## src/rtl/mem_arbiter_pkg.sv

```systemverilog
// Shared types and constants for the two-port memory arbiter.
package mem_arbiter_pkg;

   typedef enum logic [1:0] {
      IDLE = 2'd0,
      BUSY = 2'd1,
      RESP = 2'd2
   } state_t;

   localparam int PORT_IFETCH = 0;
   localparam int PORT_DATA   = 1;

endpackage

```

## src/rtl/mem_arbiter_rr_pick2.sv

```systemverilog
// rr_pick2: combinational two-way picker producing a one-hot grant.
// A lone requester always wins; on a tie the port not granted last wins,
// unless fixed priority is selected, in which case the data port wins.
module rr_pick2
   import mem_arbiter_pkg::*;
(
   input  logic [1:0] i_req,
   input  logic       i_last,
   input  logic       i_fixed_prio,
   output logic [1:0] o_gnt
);

   always_comb begin
      o_gnt = 2'b00;
      if (i_req == 2'b11) begin
         if (i_fixed_prio || !i_last) begin
            o_gnt[PORT_DATA] = 1'b1;
         end else begin
            o_gnt[PORT_IFETCH] = 1'b1;
         end
      end else begin
         o_gnt = i_req;
      end
   end

endmodule

```

## src/rtl/mem_arbiter.sv

```systemverilog
// Two-port (instruction fetch / data) arbiter onto a single memory port.
// Define MEM_ARBITER_FIXED_PRIO_EN for fixed data-port priority on ties.
module mem_arbiter
   import mem_arbiter_pkg::*;
#(
   parameter int AW = 32,
   parameter int DW = 32
) (
   input  logic          clk,
   input  logic          reset,
   input  logic [1:0]    req,
   input  logic [1:0]    we,
   input  logic [AW-1:0] addr0,
   input  logic [AW-1:0] addr1,
   input  logic [DW-1:0] wdata0,
   input  logic [DW-1:0] wdata1,
   output logic [1:0]    gnt,
   output logic [1:0]    resp_valid,
   output logic [DW-1:0] resp_rdata,
   output logic          memread,
   output logic          memwrite,
   output logic [AW-1:0] mem_addr,
   output logic [DW-1:0] mem_writedata,
   input  logic [DW-1:0] mem_readdata,
   input  logic          mem_ready
);

   state_t        r_state;
   state_t        w_state_next;
   logic          r_post_rst;
   logic          r_owner;
   logic          r_we;
   logic [AW-1:0] r_addr;
   logic [DW-1:0] r_wdata;
   logic [DW-1:0] r_rdata;

   logic          w_last;
   logic          w_fixed;
   logic [1:0]    w_pick;
   logic          w_win;
   logic          w_can_grant;
   logic          w_busy;
   logic          w_resp;

   // Grants are blocked while reset is high and for one cycle after it.
   assign w_can_grant = (r_state == IDLE) && !reset && !r_post_rst;

   rr_pick2 u_pick (
      .i_req        (req),
      .i_last       (w_last),
      .i_fixed_prio (w_fixed),
      .o_gnt        (w_pick)
   );

   assign gnt   = w_can_grant ? w_pick : 2'b00;
   assign w_win = w_pick[PORT_DATA];

`ifdef MEM_ARBITER_FIXED_PRIO_EN
   assign w_fixed = 1'b1;
   assign w_last  = 1'b0;
`else
   logic r_last;

   assign w_fixed = 1'b0;
   assign w_last  = r_last;

   // Starts at the data port so the fetch port wins the first tie.
   always_ff @(posedge clk) begin
      if (reset) begin
         r_last <= 1'b1;
      end else if (|gnt) begin
         r_last <= w_win;
      end
   end
`endif

   always_comb begin
      w_state_next = r_state;
      case (r_state)
         IDLE:    if (|gnt) w_state_next = BUSY;
         BUSY:    if (mem_ready) w_state_next = RESP;
         RESP:    w_state_next = IDLE;
         default: w_state_next = IDLE;
      endcase
   end

   always_ff @(posedge clk) begin
      if (reset) begin
         r_state    <= IDLE;
         r_post_rst <= 1'b1;
         r_owner    <= 1'b0;
         r_we       <= 1'b0;
         r_addr     <= '0;
         r_wdata    <= '0;
         r_rdata    <= '0;
      end else begin
         r_state    <= w_state_next;
         r_post_rst <= 1'b0;
         if (|gnt) begin
            r_owner <= w_win;
            r_we    <= we[w_win];
            r_addr  <= w_win ? addr1 : addr0;
            r_wdata <= w_win ? wdata1 : wdata0;
         end
         if ((r_state == BUSY) && mem_ready && !r_we) begin
            r_rdata <= mem_readdata;
         end
      end
   end

   // Outputs are gated by reset so an aborted access shows nothing.
   assign w_busy = (r_state == BUSY) && !reset;
   assign w_resp = (r_state == RESP) && !reset;

   assign memread       = w_busy && !r_we;
   assign memwrite      = w_busy && r_we;
   assign mem_addr      = w_busy ? r_addr : '0;
   assign mem_writedata = w_busy ? r_wdata : '0;
   assign resp_rdata    = (w_resp && !r_we) ? r_rdata : '0;

   generate
      for (genvar gi = 0; gi < 2; gi++) begin : g_resp
         assign resp_valid[gi] = w_resp && (r_owner == 1'(gi));
      end
   endgenerate

endmodule

```

## config.mk

```make
export PLATFORM = sky130hd
export DESIGN_NAME = mem_arbiter
export DESIGN_NICKNAME = d
export VERILOG_FILES = /design/src/rtl/mem_arbiter_pkg.sv /design/src/rtl/mem_arbiter_rr_pick2.sv /design/src/rtl/mem_arbiter.sv
export SDC_FILE = /design/constraint.sdc
export NUM_CORES = 1
export LEC_CHECK = 0
export ABC_CLOCK_PERIOD_IN_PS = 2200
export BUFFER_PORTS_ARGS = -buffer_cell sky130_fd_sc_hd__buf_4
export CAP_MARGIN = 15
export CORE_MARGIN = 8
export CORE_UTILIZATION = 45
export CTS_CLUSTER_DIAMETER = 30
export DETAILED_ROUTE_END_ITERATION = 10
export PLACE_DENSITY = 0.81
export SETUP_SLACK_MARGIN = 0.5
export SLEW_MARGIN = 5
export SYNTH_ARGS = -nofsm -noshare
export SYNTH_HDL_FRONTEND = slang
export SYNTH_HIERARCHICAL = 1
export SYNTH_SLANG_ARGS = --single-unit
export TNS_END_PERCENT = 50
```

## constraint.sdc

```tcl
create_clock -name clk -period 2.2 [get_ports clk]
set_clock_uncertainty 0.05 [all_clocks]
set_input_delay 0.11 -clock clk [delete_from_list [all_inputs] [get_ports clk]]
set_output_delay 0.11 -clock clk [all_outputs]
set_load 0.005 [all_outputs]
```

==> results.md, run 1 <==
* Run status: complete, no violations
* Die width at 121 um
* Clk pin slew, worst setup/hold paths at 0.09 ns
* Vias at 5870
* Mux cell area share after synthesis at 0.131
* Pleak at 4.02 nW
* Post-Syn Nets at 741
* F_max at 508 MHz
* Clock root cell: clkbuf_8
* Final setup violating endpoints at 0
* Register share of total power at 0.473
* Fill cells at 597
* Period utilization at 0.895
* Avg Cell Area, Syn at 8.65 um2
* Reg2reg setup slack at 0.27 ns
* Initial antenna violation count at 1
* Overall Global Routing Usage at 0.255
* Synthesized area at 4960 um2
* Initial DRC Count at 591
* Row cnt at 38
* Hold Path Class: input port to register
* Total core area at 10800 um2
* Reg2reg end: r_addr[12]
* #FFs+latches synth at 102
* Synth unique cells at 27
* CTS max path bufs at 2
* Multi-input logic area at 2960 um2
* Worst Setup Slack, final at 0.230 ns
* Hold EP: r_addr[24]
* Total CTS buffers at 9
* Max Slew Vio Count at 0
* Synthesis-to-finish area growth at 83.8%
* Final Hold Violating Endpoints at 0
* RePlAce Congestion at 0.836
* Xor and xnor fraction of the mapped netlist area at 0
* Maximum VDD drop at 0.000336 V
* Initial Util at 0.460
* Net Sw Power at 1.18 mW
* Clock period minus worst slack at 1.97 ns
* Vias per cell at 5.68
* Synth Area in Compound Gates at 0.203
* PwrDens at 468 nW/um2
* Max-cap viol count at 0
* Worst rel slew slack at 0.615
* Critical path class: register to primary output
* Max FO, Critical Path at 6
* Worst-Skew Late Latency at 0.36 ns
* YS warnings at 6
* H-tree levels at 3
* Top-Level Pins at 269
* Reg2Reg Depth at 8
* Hold Path Depth at 3
* FF+latch area at 2050 um2
* Switching share of power at 0.275
* First-pass GRT wire length at 29800 um
* Worst setup EP type: primary output
* Synth Instances at 574
* Largest family of logic cells by synthesized area: compound AO/OA/AOI/OAI gates
* Synth Area in Adders at 0
* Share of layout cells above drive strength 1 at 0.508
* Clk pwr share at 0.269
* WP data required at 2.04 ns
* Sink Count at 102
* P_int at 3.10 mW
* Fin Setup TNS at 0 ns
* Die area at 14600 um2
* Hold path start: addr0[24]
* Pin count of the biggest net entering global routing at 66
* Post-synthesis sequential area ratio at 0.411
* Final WL at 22900 um
* Die Y at 121 um
* Critical Path Start Type: register
* NumNets Final at 1056
* CTS tree: done
* Vias in the first global route at 5836
* Port-buffer cells at 268
* Placed cell count at 935
* DP Wirelength at 12000 um
* RSZ-0062 raised after global routing: true
* Drt pass-1 iters at 6
* Routed Antenna Nets at 0
* Worst Path Arrival at 1.81 ns
* WL/cell at 22.1 um
* Final Core Density at 0.845
* Logic pwr share at 0.258
* Drc violations at 0
* R2r startpoint: r_state[0]
* Fin cells at 1034
* Worst slew pin tran at 0.577 ns
* Simple-gate share of the synthesized area at 0.196
* Pre-CTS WS at 0.333 ns
* Total congestion overflow at 0
==> worst max-delay path, stage by stage, from the launching register on <==
cell and delay [ns]:
dfxtp_4 0.36, buf_6 0.11, nor3b_4 0.23, buf_6 0.16
buf_6 0.13, buf_12 0.10, buf_16 0.12, and2_4 0.14
buf_6 0.09
==> registers in the layout, summed over array words and instances (netlist names) <==
name,count
r_wdata,32
r_post_rst,1
r_we,1
r_last,1
r_addr,32
r_rdata,32
r_owner,1
r_state,2
==> power groups by stage <==
stage	Combinational [mW]	Sequential (mW)	Clock (mW)
after floorplan	0.408	2.03	0
after global routing	1.17	2.03	1.23
after detailed placement	0.752	2.05	0
after global placement	0.728	2.04	0
final	1.10	2.02	1.15
after CTS	0.936	2.01	1.15
==> through the flow <==
step | total power [mW] | area [um2] | hold WS, ns
floorplan | 2.44 | 4960 | 0.0877
global placement | 2.77 | 7040 | 0.297
detailed placement | 2.80 | 7040 | 0.305
CTS | 4.09 | 8280 | 0.0356
global route | 4.43 | 9120 | 0.0534
finish | 4.27 | 9120 | 0.0320
==> cell usage in the layout, fill, tap and decap left out, types with 13 or more instances in the layout <==
| cell type | n |
|---|---|
| a211oi_1 | 60 |
| dfxtp_1 | 99 |
| buf_16 | 14 |
| clkbuf_8 | 13 |
| a21oi_1 | 92 |
| mux2i_1 | 65 |
| buf_6 | 97 |
| buf_4 | 199 |
| and2_4 | 88 |
| dlygate4sd3_1 | 33 |
| nand2_1 | 65 |
==> timing repair <==
action,CTS,global route
resized for setup,82,157
gates cloned,12,11
hold buffers,33,0
hold endpoints to repair,34,0
buffers inserted,19,8
endpoints found under the setup margin,168,177
pin swaps,26,75
==> area by class of cell <==
| cell class | instances | share of cell area |
|---|---|---|
| multi-input cells | 409 | 0.325 |
| flip-flops and latches | 102 | 0.225 |
| inverters | 5 | 0.00233 |
| repair buffers | 362 | 0.408 |
| well taps | 140 | 0.0192 |
| clock buffers | 15 | 0.0204 |
| diodes | 1 | 0.000274 |
==> metal layers <==
layer  global-route usage  part of all wire  vias up
li1                     -                 -     2625
met1                0.273              0.37     2808
met2                0.458              0.50      368
met3               0.0842             0.091       69
met4               0.0890             0.040        0
met5                    0                 0        -
==> cells by family (layout without fill, tap and decap cells) <==
group / after synthesis / count (layout)
other: 1 / 2
AOI/OAI and AO/OA: 167 / 167
DFF: 102 / 102
muxes: 65 / 65
and+or+nand+nor: 176 / 176
buffers and inverters: 63 / 382
==> how the worst max path moves through the flow <==
stage,start,endpoint,slack (ns),cells past startpoint
after global routing,r_state[1],mem_addr[27],0.17,8
final,r_state[1],mem_addr[27],0.23,8
after floorplan,r_last,r_addr[14],0.55,8
after global placement,r_state[1],r_addr[1],0.44,4
after detailed placement,r_last,r_addr[20],0.33,6
after CTS,r_state[0],resp_rdata[23],0.25,6
==> Yosys cell counts, drive strengths merged <==
cell | instances | share of area
a21oi | 98 | 0.099
dfxtp | 102 | 0.41
buf | 26 | 0.028
and2 | 99 | 0.12
nor4bb | 1 | 0.0020
a211o | 1 | 0.0018
o31ai | 1 | 0.0015
nand2 | 66 | 0.050
conb | 1 | 0.00076
or2 | 1 | 0.0013
a211oi | 65 | 0.098
nor4 | 1 | 0.0043
inv | 5 | 0.0038
mux2i | 65 | 0.13
a21o | 1 | 0.0015
nor2b | 2 | 0.0040
nor2 | 3 | 0.0028
o21a | 1 | 0.0015
nor3b | 1 | 0.0025
or3b | 1 | 0.0018
clkbuf | 32 | 0.025
nand4bb | 1 | 0.0023
Note: power is estimated with default switching activity, not from simulation.
==> run 2, diff against run 1 <==
Settings changed: ABC_AREA set to 1, CORE_UTILIZATION 45 to 47, PLACE_DENSITY 0.81 to 0.82.
==> run 2 against run 1 <==
Design area is 12% lower. Critical path depth is 2 lower. Power is 8.6% higher. Sequential share of layout area is 2.9 points higher. Register-to-register slack better by 0.42 ns. Critical path type unchanged.
==> results.md, run 2 <==
* Vias per cell at 4.73 (-17%)
* Share of layout cells above drive strength 1 at 0.269 (-0.239)
* Dominant cells by area after synthesis: dfxtp_1 (37%), nor2_1 (16%), inv_1 (12%), nand2_1 (9.7%), o21ai_0 (9.0%)
* Synth top area share at 0.374 (-0.0372)
* Commonest non-fill, non-tap cell in the layout: buf_4
* R2r startpoint: r_last
* PwrDens at 576 nW/um2 (+23%)
* Fin Setup TNS at 0 ns (unchanged)
* Run status: complete, no violations
* Synthesized area at 5460 um2 (+9.9%)
* Pleak at 4.32 nW (+7.6%)
* Final WL at 18100 um (-21%)
* WP data required at 2.04 ns (about the same)
* Reg2reg setup slack at 0.69 ns (+0.42 ns)
* Worst setup EP type: primary output
* Top-Level Pins at 269 (unchanged)
* Final Hold Violating Endpoints at 0 (unchanged)
* RePlAce Congestion at 0.816 (-2.4%)
* Synth unique cells at 19 (-30%)
* Yosys top cell by area: dfxtp_1
* Total CTS buffers at 9 (unchanged)
* Critical Path Start: r_state[0]
* Worst Setup Slack, final at 0.559 ns (+0.329 ns)
* Clock root cell: clkbuf_16
* Period utilization at 0.746 (-0.149)
* Critical Path Start Type: register
* Biggest regs: r_addr: 32 flops, r_rdata: 32 flops, r_wdata: 32 flops
* WL/cell at 13.9 um (-37%)
* Sink Count at 102 (unchanged)
* Synth Instances at 916 (+60%)
* Total core area at 11400 um2 (+5.3%)
* Routed Antenna Nets at 0 (unchanged)
* Max FO, Critical Path at 16 (+10)
* EDFF count, synth at 0 (unchanged)
* Hold Path Class: input port to register
* Initial Util at 0.480 (+0.0200)
* RSZ-0062 raised after global routing: true
* Final setup violating endpoints at 0 (unchanged)
* Most frequent cells in the layout: buf_4 (271), nor2_1 (231), inv_1 (169)
* Synthesis-to-finish area growth at 47.7%
* Hold Path Depth at 3 (unchanged)
* Total congestion overflow at 0 (unchanged)
* Synth Flop Type: dfxtp_1
* Drt pass-1 iters at 5 (-1)
* Top cells by count, synth: nor2_1 (234), inv_1 (170), nand2_1 (141), dfxtp_1 (102), o21ai_0 (98)
* Most frequent cell after synthesis: nor2_1
* Initial DRC Count at 345 (-42%)
* Max Slew Vio Count at 0 (unchanged)
* Vias in the first global route at 5658 (-3.1%)
* Row cnt at 39 (+2.6%)
* F_max at 609 MHz (+20%)
* Port-buffer cells at 268 (unchanged)
* Pin count of the biggest net entering global routing at 85 (+29%)
* Max-cap viol count at 0 (unchanged)
* Critical path class: register to primary output
* Clock period minus worst slack at 1.64 ns (-0.329 ns)
* Worst Path Arrival at 1.48 ns (-0.33 ns)
* Die area at 15300 um2 (+4.5%)
* YS warnings at 6 (unchanged)
* Hold path start: mem_readdata[9]
* Reg2Reg Depth at 9 (+1)
* Overall Global Routing Usage at 0.214 (-0.0404)
* Worst-Skew Late Latency at 0.32 ns (-0.04 ns)
* CTS max path bufs at 2 (unchanged)
* Drc violations at 0 (unchanged)
* Vias at 6177 (+5.2%)
* Avg Cell Area, Syn at 5.96 um2 (-31%)
* Clk pin slew, worst setup/hold paths at 0.07 ns (-0.02 ns)
* Number of diodes at 0 (-1)
* DP Wirelength at 12600 um (+4.8%)
* #FFs+latches synth at 102 (unchanged)
* Reg2reg end: r_addr[23]
* Maximum VDD drop at 0.000429 V (+27%)
* Post-synthesis sequential area ratio at 0.374 (-0.0372)
* Die Y at 124 um (+2.2%)
* FFs w/ async S/R, synth at 0 (unchanged)
* Initial antenna violation count at 0 (-1)
* Pre-CTS WS at 0.608 ns (+0.275 ns)
* CTS tree: done
* Die width at 124 um (+2.2%)
* First-pass GRT wire length at 26800 um (-10%)
* H-tree levels at 3 (unchanged)
* Hold EP: r_rdata[9]
* NumNets Final at 1325 (+25%)
* Min Hold Slack at 0.00762 ns (-0.0244 ns)
==> run 2: changes by cell type after synthesis, moves of 67 or more <==
cell,delta
and2_1,-99
nand2_1,+75
nor2_1,+232
inv_1,+165
nand3_1,+67
o21ai_0,+98
==> run 2: cell families after synthesis <==
logic type / synth area share
simple gates: 0.330
buf+inv: 0.173
compound gates: 0.122
other cells: 0.000687
flops: 0.374
==> run 2: worst max-delay path by stage <==
stage,end,slack (ns),cells after the start
after floorplan,r_state[0],0.77,8
after global placement,r_addr[16],0.67,7
after detailed placement,r_addr[20],0.61,7
after CTS,mem_writedata[2],0.48,6
after global routing,gnt[0],0.46,8
final,mem_writedata[4],0.56,6
==> run 2: report_power, final <==
group          switching [mW]  total (mW)  internal, mW
Sequential             0.0409        2.04          2.00
Clock                   0.687        1.57         0.886
Combinational           0.545        1.03         0.485
==> run 2: layer usage <==
| metal | global-route usage | part of all wire | vias to the layer above |
|---|---|---|---|
| met4 | 0.0391 | 0.0088 | 0 |
| li1 | - | - | 3212 |
| met1 | 0.242 | 0.39 | 2720 |
| met5 | 0 | 0 | - |
| met3 | 0.0771 | 0.12 | 14 |
| met2 | 0.383 | 0.48 | 231 |
==> run 2: layout make-up <==
class	instances	area, um2
inverter	171	642
clock inverter	5	58.8
timing repair buffer	292	2390
sequential	102	2040
fill	1034	3310
tap	143	179
clock buffer	11	233
multi-input combinational	582	2510
==> run 2: critical path, cell delays in order (launching register included) <==
cell,delay [ns]
dfxtp_2,0.35
inv_1,0.09
nor2_4,0.13
nand2_4,0.13
buf_12,0.20
nor2_1,0.13
buf_4,0.13
==> run 2: timing repair <==
action / 4_1_cts / 5_1_grt
pin swaps: 0 / 1
hold buffers: 6 / 1
cloned: 1 / 3
setup endpoints to repair: 40 / 95
gates resized for setup: 7 / 7
buffers inserted: 0 / 1
hold endpoints to repair: 9 / 2
==> run 2: through the flow <==
step / utilization / total power, mW / instance area [um2] / std cells
final: 0.709 / 4.64 / 8060 / 1306
after global routing: 0.709 / 4.90 / 8060 / 1306
after CTS: 0.698 / 4.65 / 7940 / 1301
after detailed placement: 0.662 / 3.05 / 7530 / 1278
after global placement: 0.662 / 3.03 / 7530 / 1278
after floorplan: - / 2.65 / 5460 / 917
